### src/rtl/start_seq_pkg.sv
// Shared types and constants for the start-lights sequencer and its LFSR.
package start_seq_pkg;

    typedef enum logic [1:0] {
        IDLE  = 2'd0,
        LIGHT = 2'd1,
        HOLD  = 2'd2
    } state_t;

    localparam int LFSR_SEED = 1;

    // Feedback taps for x^7 + x^6 + 1 (bit indices of the 7-bit register).
    localparam int LFSR_TAP_HI = 6;
    localparam int LFSR_TAP_LO = 5;

endpackage

### src/rtl/lfsr_gen.sv
// Free-running Fibonacci LFSR supplying the random hold delay; never reaches zero.
module lfsr_gen
    import start_seq_pkg::*;
#(
    parameter int LFSR_WIDTH = 7
) (
    input  logic                  clkin,
    input  logic                  rst_n,
    output logic [LFSR_WIDTH-1:0] value
);

    always_ff @(posedge clkin or negedge rst_n) begin
        if (!rst_n) begin
            value <= LFSR_WIDTH'(LFSR_SEED);
        end else begin
            value <= {value[LFSR_WIDTH-2:0], value[LFSR_TAP_HI] ^ value[LFSR_TAP_LO]};
        end
    end

endmodule

### src/rtl/start_light_sequencer.sv
// Start-lights controller: lights the bar one LED per tick, holds for a random delay, then pulses go.
// Optional abort input is enabled by defining START_SEQ_ABORT_EN.
module start_light_sequencer
    import start_seq_pkg::*;
#(
    parameter int N_LIGHTS        = 8,
    parameter int LFSR_WIDTH      = 7,
    parameter int MIN_DELAY_TICKS = 1
) (
    input  logic                clkin,
    input  logic                rst_n,
    input  logic                trigger,
    input  logic                tick,
`ifdef START_SEQ_ABORT_EN
    input  logic                abort,
`endif
    output logic                tick_en,
    output logic [N_LIGHTS-1:0] lights,
    output logic                busy,
    output logic                go
);

    localparam int DW = LFSR_WIDTH + 1;

    state_t                state_q, state_d;
    logic [N_LIGHTS-1:0]   lights_d;
    logic                  tick_en_d, busy_d, go_d;
    logic [DW-1:0]         delay_q, delay_d;
    logic [LFSR_WIDTH-1:0] lfsr;

    lfsr_gen #(
        .LFSR_WIDTH(LFSR_WIDTH)
    ) u_lfsr (
        .clkin(clkin),
        .rst_n(rst_n),
        .value(lfsr)
    );

    always_ff @(posedge clkin or negedge rst_n) begin
        if (!rst_n) begin
            state_q <= IDLE;
            lights  <= '0;
            tick_en <= 1'b0;
            busy    <= 1'b0;
            go      <= 1'b0;
            delay_q <= '0;
        end else begin
            state_q <= state_d;
            lights  <= lights_d;
            tick_en <= tick_en_d;
            busy    <= busy_d;
            go      <= go_d;
            delay_q <= delay_d;
        end
    end

    always_comb begin
        state_d   = state_q;
        lights_d  = lights;
        tick_en_d = tick_en;
        busy_d    = busy;
        go_d      = 1'b0;
        delay_d   = delay_q;

        case (state_q)
            IDLE: begin
                if (trigger) begin
                    state_d   = LIGHT;
                    tick_en_d = 1'b1;
                    busy_d    = 1'b1;
                    lights_d  = '0;
                end
            end
            LIGHT: begin
                if (tick) begin
                    lights_d = {lights[N_LIGHTS-2:0], 1'b1};
                    // The shift fills the top LED exactly when the one below it is already lit.
                    if (lights[N_LIGHTS-2]) begin
                        state_d = HOLD;
                        delay_d = {1'b0, lfsr} + DW'(MIN_DELAY_TICKS);
                    end
                end
            end
            HOLD: begin
                if (tick) begin
                    delay_d = delay_q - DW'(1);
                    if (delay_q == DW'(1)) begin
                        state_d   = IDLE;
                        lights_d  = '0;
                        tick_en_d = 1'b0;
                        busy_d    = 1'b0;
                        go_d      = 1'b1;
                    end
                end
            end
            default: begin
                state_d   = IDLE;
                lights_d  = '0;
                tick_en_d = 1'b0;
                busy_d    = 1'b0;
                delay_d   = '0;
            end
        endcase

`ifdef START_SEQ_ABORT_EN
        // Abort overrides whatever a simultaneous tick would have done.
        if (abort && (state_q == LIGHT || state_q == HOLD)) begin
            state_d   = IDLE;
            lights_d  = '0;
            tick_en_d = 1'b0;
            busy_d    = 1'b0;
            go_d      = 1'b0;
        end
`endif
    end

endmodule

### config.mk
export PLATFORM = sky130hd
export DESIGN_NAME = start_light_sequencer
export DESIGN_NICKNAME = d
export VERILOG_FILES = /design/src/rtl/start_seq_pkg.sv /design/src/rtl/lfsr_gen.sv /design/src/rtl/start_light_sequencer.sv
export SDC_FILE = /design/constraint.sdc
export NUM_CORES = 1
export LEC_CHECK = 0
export BUFFER_PORTS_ARGS = -buffer_cell sky130_fd_sc_hd__buf_2
export CAP_MARGIN = 20
export CORE_MARGIN = 5
export CORE_UTILIZATION = 36
export CTS_CLUSTER_DIAMETER = 150
export DETAILED_ROUTE_END_ITERATION = 8
export PLACE_DENSITY = 0.51
export SLEW_MARGIN = 10
export SYNTH_ARGS = -nofsm -noshare
export SYNTH_HDL_FRONTEND = slang
export SYNTH_SLANG_ARGS = --single-unit
### constraint.sdc
create_clock -name clkin -period 3.9 [get_ports clkin]
set_input_delay 0.195 -clock clkin [delete_from_list [all_inputs] [get_ports clkin]]
set_output_delay 0.195 -clock clkin [all_outputs]
set_load 0.005 [all_outputs]
# After elaboration in Yosys (flattened, before gate mapping)
# Index checks and enable logic that the tools add are counted.
# op_classes
n_div	0
mux	22
n_lt_le_gt_ge	0
bitwise_logic	3
mul	0
eq_ne	8
n_shift	0
add_sub_neg	2
n_reduce_logical	5
# ops
operator	count
$mux W8	7
$pmux W8 S3	2
$reduce_and A4 Y1	3
$mux W2	5
$ne A2 B2 Y1 const B	5
$add A7 B1 Y8 const B	1
$eq A8 B1 Y1 const B	1
$sub A8 B1 Y8 const B	1
$mux W1	6
$pmux W2 S3	1
$reduce_and A5 Y1	1
$pmux W1 S3	1
$eq A2 B1 Y1 const B	1
$eq A2 B2 Y1 const B	1
$logic_not A2 Y1	1
$not A1 Y1	2
$xor A1 B1 Y1	1
# totals
romBits	0
ram_bits	0
latch_bits	0
output_inout_bits	11
reg_bits	27
mem_count	0

# Logic depth before layout (Yosys ltp)
# logic_depth
ltp_word	4
depth_mapped	7
depth_no_buf	6

# By module
# Synthesis repeated with hierarchy kept, for this count alone.
# unflattened
cells_unflattened	142
area_unflattened_um2	1455.1
# by_module_without_submodules
module	area_per_inst_um2	cells_each	instances
start_light_sequencer	1270.0	134	1
lfsr_gen	185.2	8	1

# Worst setup path before layout
# OpenSTA, ideal clock, no wires.
# synth_path
kind	register to register
from	register delay_q[3]
to	register lights[0]
stages_incl_launch_ff	6
arrival_ps	1804
setup_time_ps	128
path_slack_ps	1968
synth_period_minus_slack_ps	1932
path_cell_list	dfrtp_1 -> or4_4 -> nor4_2 -> o21ba_2 -> buf_6 -> mux2_1
# synth_via
elab_chain_len	3
# synth_lines
element	line_no	rtl
start, declared	start_light_sequencer.sv:28	logic [DW-1:0] delay_q, delay_d;
start signal, assigned	start_light_sequencer.sv:53	delay_q <= delay_d;
$eq A8 B1 Y1	start_light_sequencer.sv:87	if (delay_q == DW'(1)) begin
$ne A2 B2 Y1 (no source line)	-	
$reduce_and A4 Y1 (no source line)	-	
end signal, assigned	start_light_sequencer.sv:49	lights <= lights_d;
end, declared	start_light_sequencer.sv:18	output logic [N_LIGHTS-1:0] lights,
# Every way passes these cells.
# A chain may end at the register's enable or synchronous reset.

# Worst setup path in the final report
# layout_path
from	register state_q[1]
to	register delay_q[5]
# layout_via
elab_chain_len	3
word_cells_on_any_way	9
cone_classes	eq/ne (5); mux (1); bitwise (1); reduce/logical (2)
# layout_lines
element	line_no	rtl
start, declared	start_light_sequencer.sv:25	state_t state_q, state_d;
start signal, assigned	start_light_sequencer.sv:48	state_q <= state_d;
$eq A2 B1 Y1, or another cell as far along	start_light_sequencer.sv:65	case (state_q)
$ne A2 B2 Y1 (no source line) / $not A1 Y1 (equally long branches)	-	
$reduce_and A4 Y1 (no source line)	-	
# Several ways; a longest one is shown, not always the timed one.

==> impl_metrics.yaml <==
timing:
  final-max-slew-violation-count: 0
  fmax_ghz: 0.417
  finClkSkew_ns: 0.00135
  post-route-min-period_ns: 2.40
  fin_crit_sh_pct: 61.5
  slew_headroom_pct: 37.8
  tns_ns: 0
  hold_viol: 0
  fin_ws_ns: 1.50
  max_slew.worst_pin.slew_ns: 0.930
  setup_viol: 0
  rsz0062_at_grt: "no"
detailed_routing:
  routed_wl_um: 2880
  drc_errors: 0
  first_pass_iters: 4
  viasPerCell: 4.92
  drt-initial-drc-count: 37
  postRouteAntennaNets: 0
  num_vias: 1038
  wl_per_cell_um: 13.6
clock_tree:
  clk_pin_slew_ns: 0.09
  cts_root_buffer: "clkbuf_8"
  cts_tree: "done"
  cts_resized: 0
  cts_buffer_depth: 2
  postCtsSetupBuffers: 0
  cts_sinks: 27
  htreeDepth: 1
  cts_buffers: 3
  clock_latency_ns: 0.27
pwr:
  power_mw: 1.11
  p_leak_nw: 0.750
  peakVddDrop_uv: 335
  p_per_area_nw_per_um2: 690
cells_and_area:
  insertedDiodeCount: 0
  final_common_cell: "dfrtp_1"
  fin_cells: 211
  fillerInstances: 381
  drive_gt1_share_pct: 15.5
  layout_common_cells: "dfrtp_1, nand2_1, buf_2"
  nets: 174
  area_growth_pct: 11.5
  multiInputGateArea_um2: 694
  regArea_um2: 677
synth:
  synth_top_area_share_pct: 45.0
  synth_area_um2: 1450
  synth.area.top_cells: "dfrtp_1, ha_1, nand2_1"
  synth.largest_area_cell: "dfrtp_1"
  synth_flop_cell: "dfrtp_1"
  yosysWarnings: 0
  syn_inst: 146
  synth_cell_type_count: 36
  ys_seq_area_share_pct: 46.8
  synth_edf_count: 0
  synth_fp_nets: 158
  async_reset_ff_share_pct: 100
  synth_seq_cells: 27
  syn-mean-instance-area_um2: 9.91
setup_path:
  worstSetupStartpointType: "flop"
  crit_chain: "inv_1 > ha_1 > nor2_1 > a2bb2oi_1 > or2_2 > o311ai_0"
  cpLargestDelayFamily: "compound AO/OA/AOI/OAI gates"
  crit_type: "flop to flop"
  crit_required_ns: 4.03
  worstPathArrival_ns: 2.53
  timing.rr.start: "state_q[1]"
  slowest_delay_ns: 0.77
  critPathMaxFanout: 15
  worst-path-buf-inv: 1
  cp_slowest_cell: "a2bb2oi_1"
  reg2reg_slack_ns: 1.50
  end_kind: "flop"
  rr_endpoint: "delay_q[5]"
  r2r_cells: 6
global_routing:
  track_usage_pct: 12.0
  grt_pass1_wl_um: 5040
  grt.overflow.total: 0
  antenna_found_initial: 0
  grt_max_degree: 28
  grt_pass1_vias: 1080
floorplanning:
  die_y_um: 73.4
  initial_utilization_pct: 36.7
  num_rows: 23
  die_width_um: 73.4
  core-area_um2: 3940
  ioPinCount: 15
  dieArea_um2: 5390
hold_path:
  hp-class: "input pin to flop"
  holdPathStages: 3
  hp-start: "trigger"
  holdPathEnd: "busy"
place:
  place_inst: 206
  io_buffer_count: 14
  place_ws_ns: 1.51
  hpwl_um: 2200
  gp_congestion: 0.749
run:
  cap_violations: 0
outcome:
  status: "completed"
-- where the power goes --
| part | switching [mW] | total [mW] | internal, mW |
|---|---|---|---|
| Combinational | 0.320 | 0.535 | 0.215 |
| Sequential | 0.0693 | 0.414 | 0.344 |
| Clock | 0.0888 | 0.164 | 0.0749 |
-- flip-flops by register name, summed over array words and instances (netlist names) --
register and count:
lights 8, go 1, u_lfsr.value 7, state_q 2, delay_q 8, busy 1
-- how the worst max path moves through the flow --
stage                           from          to  cells past startpoint
after CTS                 state_q[1]  delay_q[5]                      6
after global placement    state_q[1]  delay_q[5]                      6
final                     state_q[1]  delay_q[5]                      6
after global routing      state_q[1]  delay_q[5]                      6
after detailed placement  state_q[1]  delay_q[5]                      6
after floorplan           delay_q[3]   lights[0]                      5
-- repair_timing --
item / 4_1_cts / 5_1_grt
setup endpoints to repair: 0 / 0
endpoints found under the hold margin: 26 / 0
hold buffers: 1 / 0
-- final cells by class --
class,instances,area share (%)
multi-input combinational,102,43.1
clock buffer,3,2.56
clock inverter,1,0.543
timing repair buffer,15,4.97
sequential,27,42.0
inverter,13,3.03
tap,50,3.88
-- metal layers --
| metal | part of all wire, % | vias to the layer above | GRT usage (%) |
|---|---|---|---|
| met3 | 3.6 | 6 | 3.83 |
| met4 | 1.9 | 0 | 3.42 |
| met1 | 48 | 483 | 15.0 |
| met5 | 0 | - | 0 |
| met2 | 47 | 16 | 19.8 |
| li1 | - | 533 | - |
-- tightest hold or removal path, stage by stage --
cell	delay, ns
buf_2	0.09
a31oi_1	0.08
a21oi_1	0.10
-- cells by family (layout without fill, tap and decap cells) --
family	Yosys count	after routing	share of synthesized area, %
DFF	27	27	46.8
buffers and inverters	17	32	5.19
and+or+nand+nor	49	49	17.0
AOI/OAI and AO/OA	32	32	15.0
adders and majority gates	8	8	6.92
xor gates and xnor gates	3	3	1.82
muxes	10	10	7.27
-- stage by stage --
step           hold WS, ns  cell area (µm²)  util [%]
6_report             0.230             1610      40.9
2_1_floorplan       -0.101             1450         -
3_5_place_dp         0.252             1550      39.4
4_1_cts              0.219             1610      40.9
5_1_grt              0.220             1610      40.9
3_3_place_gp         0.246             1550      39.4
-- synthesized netlist by cell type, types with 3 or more instances --
cell     number
nor3_1        5
dfrtp_1      26
nand2_1      21
mux2_1        4
mux2i_1       6
nor2_1        5
inv_1        13
nand3_1       6
ha_1          8
o21a_1        3
o21ai_0      13
a21oi_1       6
Note: power is estimated with default switching activity, not from simulation.
